--- src/rtl/usd_apu_host.sv ---
// Host-side initiator for the micro-SD engine: queues one command (plus write payload),
// drains read payload, pops the result word and pulses done.
module usd_apu_host #(
  parameter logic [23:0] TIMEOUT_CYCLES = 24'hFFFFFF,
  parameter int          BLOCK_WORDS    = 64
) (
  input  logic        apuClk,
  input  logic        sysRstN,
  input  logic        reqValid,
  output logic        reqReady,
  input  logic [1:0]  reqOp,
  input  logic [5:0]  reqCmdIdx,
  input  logic [31:0] reqArg,
  input  logic [63:0] wrData,
  input  logic        wrDataValid,
  output logic        wrDataReady,
  output logic [63:0] rdData,
  output logic        rdDataValid,
  output logic        done,
  output logic [3:0]  doneStatus,
  output logic [31:0] doneResp,
  output logic [71:0] cmdFifoData,
  output logic        cmdFifoWrEn,
  input  logic        cmdFifoFull,
  output logic [71:0] writeFifoData,
  output logic        writeFifoWrEn,
  input  logic        writeFifoFull,
  input  logic [71:0] readFifoData,
  output logic        readFifoRdEn,
  input  logic        readFifoEmpty,
  input  logic [35:0] resultFifoData,
  output logic        resultFifoRdEn,
  input  logic        resultFifoEmpty
);

  localparam int            CW        = $clog2(BLOCK_WORDS + 1);
  localparam logic [CW-1:0] LAST_WORD = CW'(BLOCK_WORDS - 1);
  localparam logic [CW-1:0] ALL_WORDS = CW'(BLOCK_WORDS);
  localparam logic [23:0]   TO_LIMIT  = TIMEOUT_CYCLES - 24'd1;

  localparam logic [2:0] IDLE        = 3'd0;
  localparam logic [2:0] PUSH_WDATA  = 3'd1;
  localparam logic [2:0] SEND_CMD    = 3'd2;
  localparam logic [2:0] READ_DATA   = 3'd3;
  localparam logic [2:0] WAIT_RESULT = 3'd4;
  localparam logic [2:0] POP_RESULT  = 3'd5;
  localparam logic [2:0] DONE        = 3'd6;

  localparam logic [1:0] OP_RAW   = 2'b00;
  localparam logic [1:0] OP_READ  = 2'b01;
  localparam logic [1:0] OP_WRITE = 2'b10;

  logic [2:0]    state, stateNext;
  logic [1:0]    opReg;
  logic [5:0]    idxReg;
  logic [31:0]   argReg;
  logic [CW-1:0] wordCnt, issuedCnt, deliveredCnt;
  logic [23:0]   toCnt;
  logic          inTimed, progress, timedOut;
  logic [5:0]    cmdIdx;
  logic          unusedRdTag;

  // Strobes are decoded from state, so an async reset silences them in the same instant.
  assign reqReady       = (state == IDLE);
  assign done           = (state == DONE);
  assign wrDataReady    = (state == PUSH_WDATA) && !writeFifoFull;
  assign writeFifoWrEn  = wrDataReady && wrDataValid;
  assign writeFifoData  = (state == PUSH_WDATA) ? {8'h00, wrData} : 72'h0;
  assign cmdFifoWrEn    = (state == SEND_CMD) && !cmdFifoFull;
  assign readFifoRdEn   = (state == READ_DATA) && !readFifoEmpty && (issuedCnt < ALL_WORDS);
  assign resultFifoRdEn = (state == WAIT_RESULT) && !resultFifoEmpty;
  assign rdData         = rdDataValid ? readFifoData[63:0] : 64'h0;
  assign unusedRdTag    = ^readFifoData[71:64];

  assign cmdIdx      = (opReg == OP_READ) ? 6'd17 : (opReg == OP_WRITE) ? 6'd24 : idxReg;
  assign cmdFifoData = {8'h00, cmdIdx, 8'h00, (opReg != OP_RAW), (opReg == OP_WRITE),
                        16'h0000, argReg};

  assign inTimed = (state == PUSH_WDATA) || (state == SEND_CMD) ||
                   (state == READ_DATA)  || (state == WAIT_RESULT);

  // NOTE: every always_comb output gets a default first, so no path can infer a latch.
  always_comb begin
    stateNext = state;
    progress  = 1'b0;
    timedOut  = 1'b0;
    case (state)
      IDLE:        if (reqValid) stateNext = (reqOp == OP_WRITE) ? PUSH_WDATA : SEND_CMD;
      PUSH_WDATA: begin
        progress = writeFifoWrEn;
        if (writeFifoWrEn && (wordCnt == LAST_WORD)) stateNext = SEND_CMD;
      end
      SEND_CMD:    if (cmdFifoWrEn) stateNext = (opReg == OP_READ) ? READ_DATA : WAIT_RESULT;
      READ_DATA: begin
        progress = readFifoRdEn || rdDataValid;
        if (rdDataValid && (deliveredCnt == LAST_WORD)) stateNext = WAIT_RESULT;
      end
      WAIT_RESULT: if (resultFifoRdEn) stateNext = POP_RESULT;
      POP_RESULT:  stateNext = DONE;
      DONE:        stateNext = IDLE;
      default:     stateNext = IDLE;
    endcase
    if (inTimed && !progress && (stateNext == state) && (toCnt == TO_LIMIT)) begin
      timedOut  = 1'b1;
      stateNext = DONE;
    end
  end

  // NOTE: all state updates use non-blocking assignments so every register samples pre-edge values.
  always_ff @(posedge apuClk or negedge sysRstN) begin
    if (!sysRstN) begin
      state        <= IDLE;
      opReg        <= OP_RAW;
      idxReg       <= 6'h0;
      argReg       <= 32'h0;
      wordCnt      <= '0;
      issuedCnt    <= '0;
      deliveredCnt <= '0;
      toCnt        <= 24'h0;
      rdDataValid  <= 1'b0;
      doneStatus   <= 4'h0;
      doneResp     <= 32'h0;
    end else begin
      state       <= stateNext;
      rdDataValid <= readFifoRdEn;

      if (state == IDLE) begin
        wordCnt      <= '0;
        issuedCnt    <= '0;
        deliveredCnt <= '0;
        if (reqValid) begin
          opReg  <= (reqOp == 2'b11) ? OP_RAW : reqOp;
          idxReg <= reqCmdIdx;
          argReg <= reqArg;
        end
      end else begin
        if (writeFifoWrEn) wordCnt      <= wordCnt + CW'(1);
        if (readFifoRdEn)  issuedCnt    <= issuedCnt + CW'(1);
        if (rdDataValid)   deliveredCnt <= deliveredCnt + CW'(1);
      end

      // Cleared on every state change and every handshake; only idle waiting accumulates.
      if ((stateNext != state) || progress) toCnt <= 24'h0;
      else if (inTimed)                     toCnt <= toCnt + 24'd1;

      if (timedOut) begin
        doneStatus <= 4'hF;
        doneResp   <= 32'h0;
      end else if (state == POP_RESULT) begin
        doneStatus <= resultFifoData[35:32];
        doneResp   <= resultFifoData[31:0];
      end
    end
  end

endmodule

--- config.mk ---
export PLATFORM = sky130hd
export DESIGN_NAME = usd_apu_host
export DESIGN_NICKNAME = d
export VERILOG_FILES = /design/src/rtl/usd_apu_host.sv
export SDC_FILE = /design/constraint.sdc
export NUM_CORES = 1
export LEC_CHECK = 0
export CORE_AREA = 2 2 181 183
export DETAILED_ROUTE_END_ITERATION = 8
export DIE_AREA = 0 0 183 185
export PLACE_DENSITY = 0.58
export SLEW_MARGIN = 20
export SYNTH_ARGS = -nofsm -noshare
export SYNTH_HDL_FRONTEND = slang
export SYNTH_SLANG_ARGS = --single-unit
--- constraint.sdc ---
create_clock -name apuClk -period 5.2 [get_ports apuClk]
set_input_delay 1.56 -clock apuClk [delete_from_list [all_inputs] [get_ports apuClk]]
set_output_delay 1.56 -clock apuClk [all_outputs]
set_load 0.02 [all_outputs]
[Word-level counts from Yosys, hierarchy flattened]
Cells that the tools add are included.
W data, S select, Z words.
Operators by class
  add/subtract/negate cells: 4
  multipliers: 0
  div/mod/pow operators: 0
  order comparisons: 1
  equality and inequality tests: 15
  shift-type cells: 0
  mux-type cells: 28
  bitwise gates (word level): 0
  reduce and logical (&&, ||, !) cells: 29
Operator list (count)
  $mux W64: 2
  $mux W32: 2
  $mux W24: 2
  $mux W7: 6
  $add A24 B1 Y24 const B: 1
  $eq A24 B24 Y1 const B: 1
  $add A7 B1 Y7 const B: 3
  $mux W3: 7
  $pmux W3 S6: 1
  $eq A7 B6 Y1 const B: 2
  $mux W6: 2
  $reduce_bool A2 Y1: 6
  $logic_and A1 B1 Y1: 11
  $eq A3 B3 Y1 const B: 3
  $mux W4: 2
  $lt A7 B7 Y1 const B: 1
  $eq A2 B2 Y1 const B: 3
  $eq A3 B2 Y1 const B: 2
  $logic_not A1 Y1: 5
  $logic_or A1 B1 Y1: 5
  $mux W2: 2
  $eq A3 B1 Y1 const B: 1
  $eq A3 B3 Y1: 1
  $logic_not A3 Y1: 1
  5 further kinds: 5
Storage, ports and cells
  register bits after elaboration: 125
  latch bits: 0
  bits in writable memories: 0
  ROM bits: 0
  input bits: 220
  output and inout port bits: 252
  word-level logic and storage cells: 88
  memories kept: 0

[Longest topological paths before layout]
  word-level depth: 13
  depth in mapped cells: 9
  gate-level depth less buffers: 8

[Least setup slack after synthesis]
OpenSTA, ideal clock, no wires.
  kind: input to output
  from: input port readFifoEmpty
  to: output port readFifoRdEn
  arrival: 2.413 ns
  required time: 3.640 ns
  path slack: 1.227 ns
  cell stages on the path: 1
  path buffers: 0
  cells stage by stage: nor3_1
Between the ends
  word-level cells in the longest chain between the ends: 3
Ends and longest elaborated chain
  start: declaration: line 30  | input logic readFifoEmpty,
  $logic_not A1 Y1: line 70  | assign readFifoRdEn = (state == READ_DATA) && !readFifoEmpty && (issuedCnt < ALL_WORDS);
  $logic_and A1 B1 Y1 (2 in series): line 70
  end: declaration: line 29  | output logic readFifoRdEn,
No other way between the ends.

[Final worst setup path]
  from: input port cmdFifoFull
  to: output port cmdFifoWrEn
Between the ends
  word-level cells in the longest chain between the ends: 2
Ends and longest elaborated chain
  start: declaration: line 24  | input logic cmdFifoFull,
  $logic_not A1 Y1: line 69  | assign cmdFifoWrEn = (state == SEND_CMD) && !cmdFifoFull;
  $logic_and A1 B1 Y1: line 69
  end: declaration: line 23  | output logic cmdFifoWrEn,
No other way between the ends.

==> impl_metrics.ini <==
[floorplan]
num_rows = 66
die_x_um = 183
coreArea_sq_mm = 0.0320
ioPinCount = 472
die-area_sq_mm = 0.0339
fp.dieH_um = 185
start_util = 0.212

[clock_tree]
postCtsSetupBuffers = 0
numCtsBuffers = 17
postcts_resize_cnt = 0
clock_transition_at_the_register_clock_pins_on_the_worst_setup_and_hold_paths_after_cts_ns = 0.05
tritoncts = done
cts_root_buf = sky130_fd_sc_hd__clkbuf_16
cts-htree-levels = 4
cts_max_path_buffers = 2
cts_sinks = 125
total_of_hold_buffers_inserted_after_clock_tree_synthesis = 0
insertion_delay_ns = 0.42

[timing]
final.hold.worst_slack_ns = 0.490
worstMarginPinSlew_ns = 0.841
slew_headroom = 0.439
rsz0062_at_grt = false
setup-tns-final_ns = 0
setup_slack_ns = 0.368
timing.final.max_slew_violations = 0
timing.final.hold_violations = 0
maxClockFrequency_mhz = 207
final_period_minus_worst_setup_slack_ns = 4.83
setup_viol = 0
clock-skew-final_ns = 0.0116
finalCritPeriodShare = 0.929

[cells_and_area]
diodes = 0
multiInputGateArea_sq_mm = 0.00330
seq_area_sq_mm = 0.00313
finalInstanceArea_sq_mm = 0.0120
fillers = 3183
drive_gt1_frac = 0.0812
nNetsFinal = 1321
flow.area_growth_from_synthesis_pct = 76.4

[synth]
synth-edff-count = 0
synth_adder_area_share = 0.0122
yosys.area_share.xor_xnor = 0.0490
async_flop_share = 1.00
synthSimpleGateAreaFrac = 0.253
syn_inst = 681
share_of_the_synthesized_area_in_compound_gates_ao_oa_aoi_oai = 0.0341
yosysWarnings = 0
synth.mux.area_fraction = 0.113
synth.ff_latch_count = 125
ys_seq_area_frac = 0.460
ys_types = 49
synth_top_family_by_area = simple AND/OR/NAND/NOR gates
ys_dominant_reg_cell = sky130_fd_sc_hd__dfrtp_1
synth_area_per_cell_sq_um = 9.97
synth_area_sq_mm = 0.00679

[global_route]
grt_pass1_wl_um = 38600
grtUsageTotal = 0.150
antenna_found_initial = 2
grt_max_degree = 71
grt.overflow.total = 0
grt_pass1_vias = 6370

[pwr]
powerDensity_mw_per_mm2 = 477
totalPowerFinal_mw = 5.71
vdd.ir_drop.worst_uv = 373
cellLeakagePower_nw = 5.08

[routing]
detail_route.first_pass.iterations = 5
initial_drc_count = 219
drt-vias-per-instance = 4.14
detailroute.via_count = 6274
route.detailed.drc = 0
totalWireLength_um = 25500
drt-wirelength-per-cell_um = 16.8
ant_nets = 0

[setup_path]
timing.rr.start = state[0]$_DFF_PN0_
critPathSlowestCell = sky130_fd_sc_hd__clkdlybuf4s50_1
timing_worst_setup_path_type = in -> out
capture_instance_of_the_worst_register_to_register_path = toCnt[3]$_DFFE_PN0P_
start_kind = input pin
worst-r2r-cell-count = 10
critPathRequiredTime_ns = 3.64
critical_path.most_common_cell = sky130_fd_sc_hd__clkdlybuf4s50_1
crit_path_cell_trace = clkdlybuf4s50_1, nor3b_1, clkdlybuf4s50_1
regToRegSetupSlack_ns = 2.04
critPathArrivalTime_ns = 3.27
path_max_fanout = 3
endpoint_kind = output pin
critPathMaxStageDelay_ns = 0.74

[job]
max_capacitance_violation_count = 0

[place]
pre_cts_slack_ns = 0.375
final_weighted_congestion_in_routability_driven_placement = 0.806
dpl_cell_area_sq_mm = 0.0113
dp.final_hpwl_um = 19600
placement.io_buffers = 423

[worst_hold_path]
worst_hold_path.num_cells = 1
hold_path_class = reg -> reg
hold_path_origin = doneStatus[2]$_DFFE_PN0P_
timing.hold.worst_endpoint = doneStatus[2]$_DFFE_PN0P_

[outcome]
outcome = completed
==> layout by cell type, fill, tap and decap left out, types with 4 or more instances in the layout <==
cell type,count
sky130_fd_sc_hd__a211o_1,4
sky130_fd_sc_hd__a21oi_1,6
sky130_fd_sc_hd__and2_1,135
sky130_fd_sc_hd__buf_4,11
sky130_fd_sc_hd__bufinv_16,5
sky130_fd_sc_hd__clkbuf_16,17
sky130_fd_sc_hd__clkdlybuf4s50_1,422
sky130_fd_sc_hd__conb_1,40
sky130_fd_sc_hd__dfrtp_1,125
sky130_fd_sc_hd__ha_1,5
sky130_fd_sc_hd__inv_1,13
sky130_fd_sc_hd__mux2_2,38
sky130_fd_sc_hd__mux2i_1,34
sky130_fd_sc_hd__nand2_1,25
sky130_fd_sc_hd__nand2b_1,5
sky130_fd_sc_hd__nand3_1,13
sky130_fd_sc_hd__nand4_1,7
sky130_fd_sc_hd__nor2_1,75
sky130_fd_sc_hd__nor3_1,26
sky130_fd_sc_hd__o21ai_0,8
sky130_fd_sc_hd__or3_1,7
sky130_fd_sc_hd__xnor2_1,20
sky130_fd_sc_hd__xor2_1,18
==> worst max path at each step <==
stage,startpoint,endpoint,slack (ns)
5_1_grt,cmdFifoFull,cmdFifoWrEn,0.26
3_3_place_gp,wrDataValid,writeFifoWrEn,0.39
6_report,cmdFifoFull,cmdFifoWrEn,0.37
2_1_floorplan,readFifoEmpty,readFifoRdEn,1.23
3_5_place_dp,cmdFifoFull,cmdFifoWrEn,0.37
4_1_cts,cmdFifoFull,cmdFifoWrEn,0.35
==> through the flow <==
step | instances | util
floorplan | 720 | -
CTS | 1517 | 0.374
global route | 1517 | 0.374
detailed placement | 1485 | 0.353
finish | 1517 | 0.374
global placement | 1485 | 0.353
==> power breakdown <==
| part | internal [mW] | total, mW | switching, mW |
|---|---|---|---|
| Clock | 0.878 | 1.33 | 0.452 |
| Sequential | 1.30 | 1.51 | 0.205 |
| Combinational | 1.39 | 2.87 | 1.48 |
| Total | 3.57 | 5.71 | 2.14 |
==> sequential cells by signal (all words and copies together), names as in the netlist, 2 cells and up <==
signal and cells:
idxReg 6, toCnt 24, issuedCnt 7, state 3, opReg 2, doneStatus 4, wordCnt 7, argReg 32
doneResp 32, deliveredCnt 7
==> worst max-delay path: cells and delay by family <==
kind / cells / cell delay (ns)
buf+inv: 2 / 1.19
simple gates: 1 / 0.51
==> Yosys cell counts, drive strengths merged (13+ instances only) <==
cell type	number	area, sq um
clkbuf	27	101
mux2	38	428
xor2	18	158
and2	136	851
nor2	75	282
xnor2	20	175
dfrtp	125	3130
nand3	13	65.1
mux2i	34	340
buf	50	375
nand2	25	93.8
inv	13	48.8
nor3	27	135
==> logic make-up (layout without fill, tap and decap cells) <==
family | after synthesis | count (layout)
flip-flops | 125 | 125
other | 1 | 40
adder cells (fa/ha/maj) | 7 | 7
AND/OR/NAND/NOR | 318 | 318
multiplexers | 72 | 72
buffers and inverters | 90 | 479
XOR/XNOR | 38 | 38
AO/OA/AOI/OAI | 30 | 30
==> routing by layer <==
layer / global-route usage / up-vias / share of wire
li1: - / 2996 / -
met1: 0.183 / 2985 / 0.42
met2: 0.244 / 274 / 0.47
met3: 0.0641 / 15 / 0.10
met4: 0.0381 / 4 / 0.0085
met5: 0 / - / 0.0013
==> layout make-up <==
cell class / count / area share
clock buffer: 19 / 0.0378
clock inverter: 13 / 0.0178
inverter: 13 / 0.00407
multi-input combinational: 505 / 0.276
sequential: 125 / 0.261
tap: 408 / 0.0426
timing repair buffer: 434 / 0.361
Note: power is estimated with default switching activity, not from simulation.
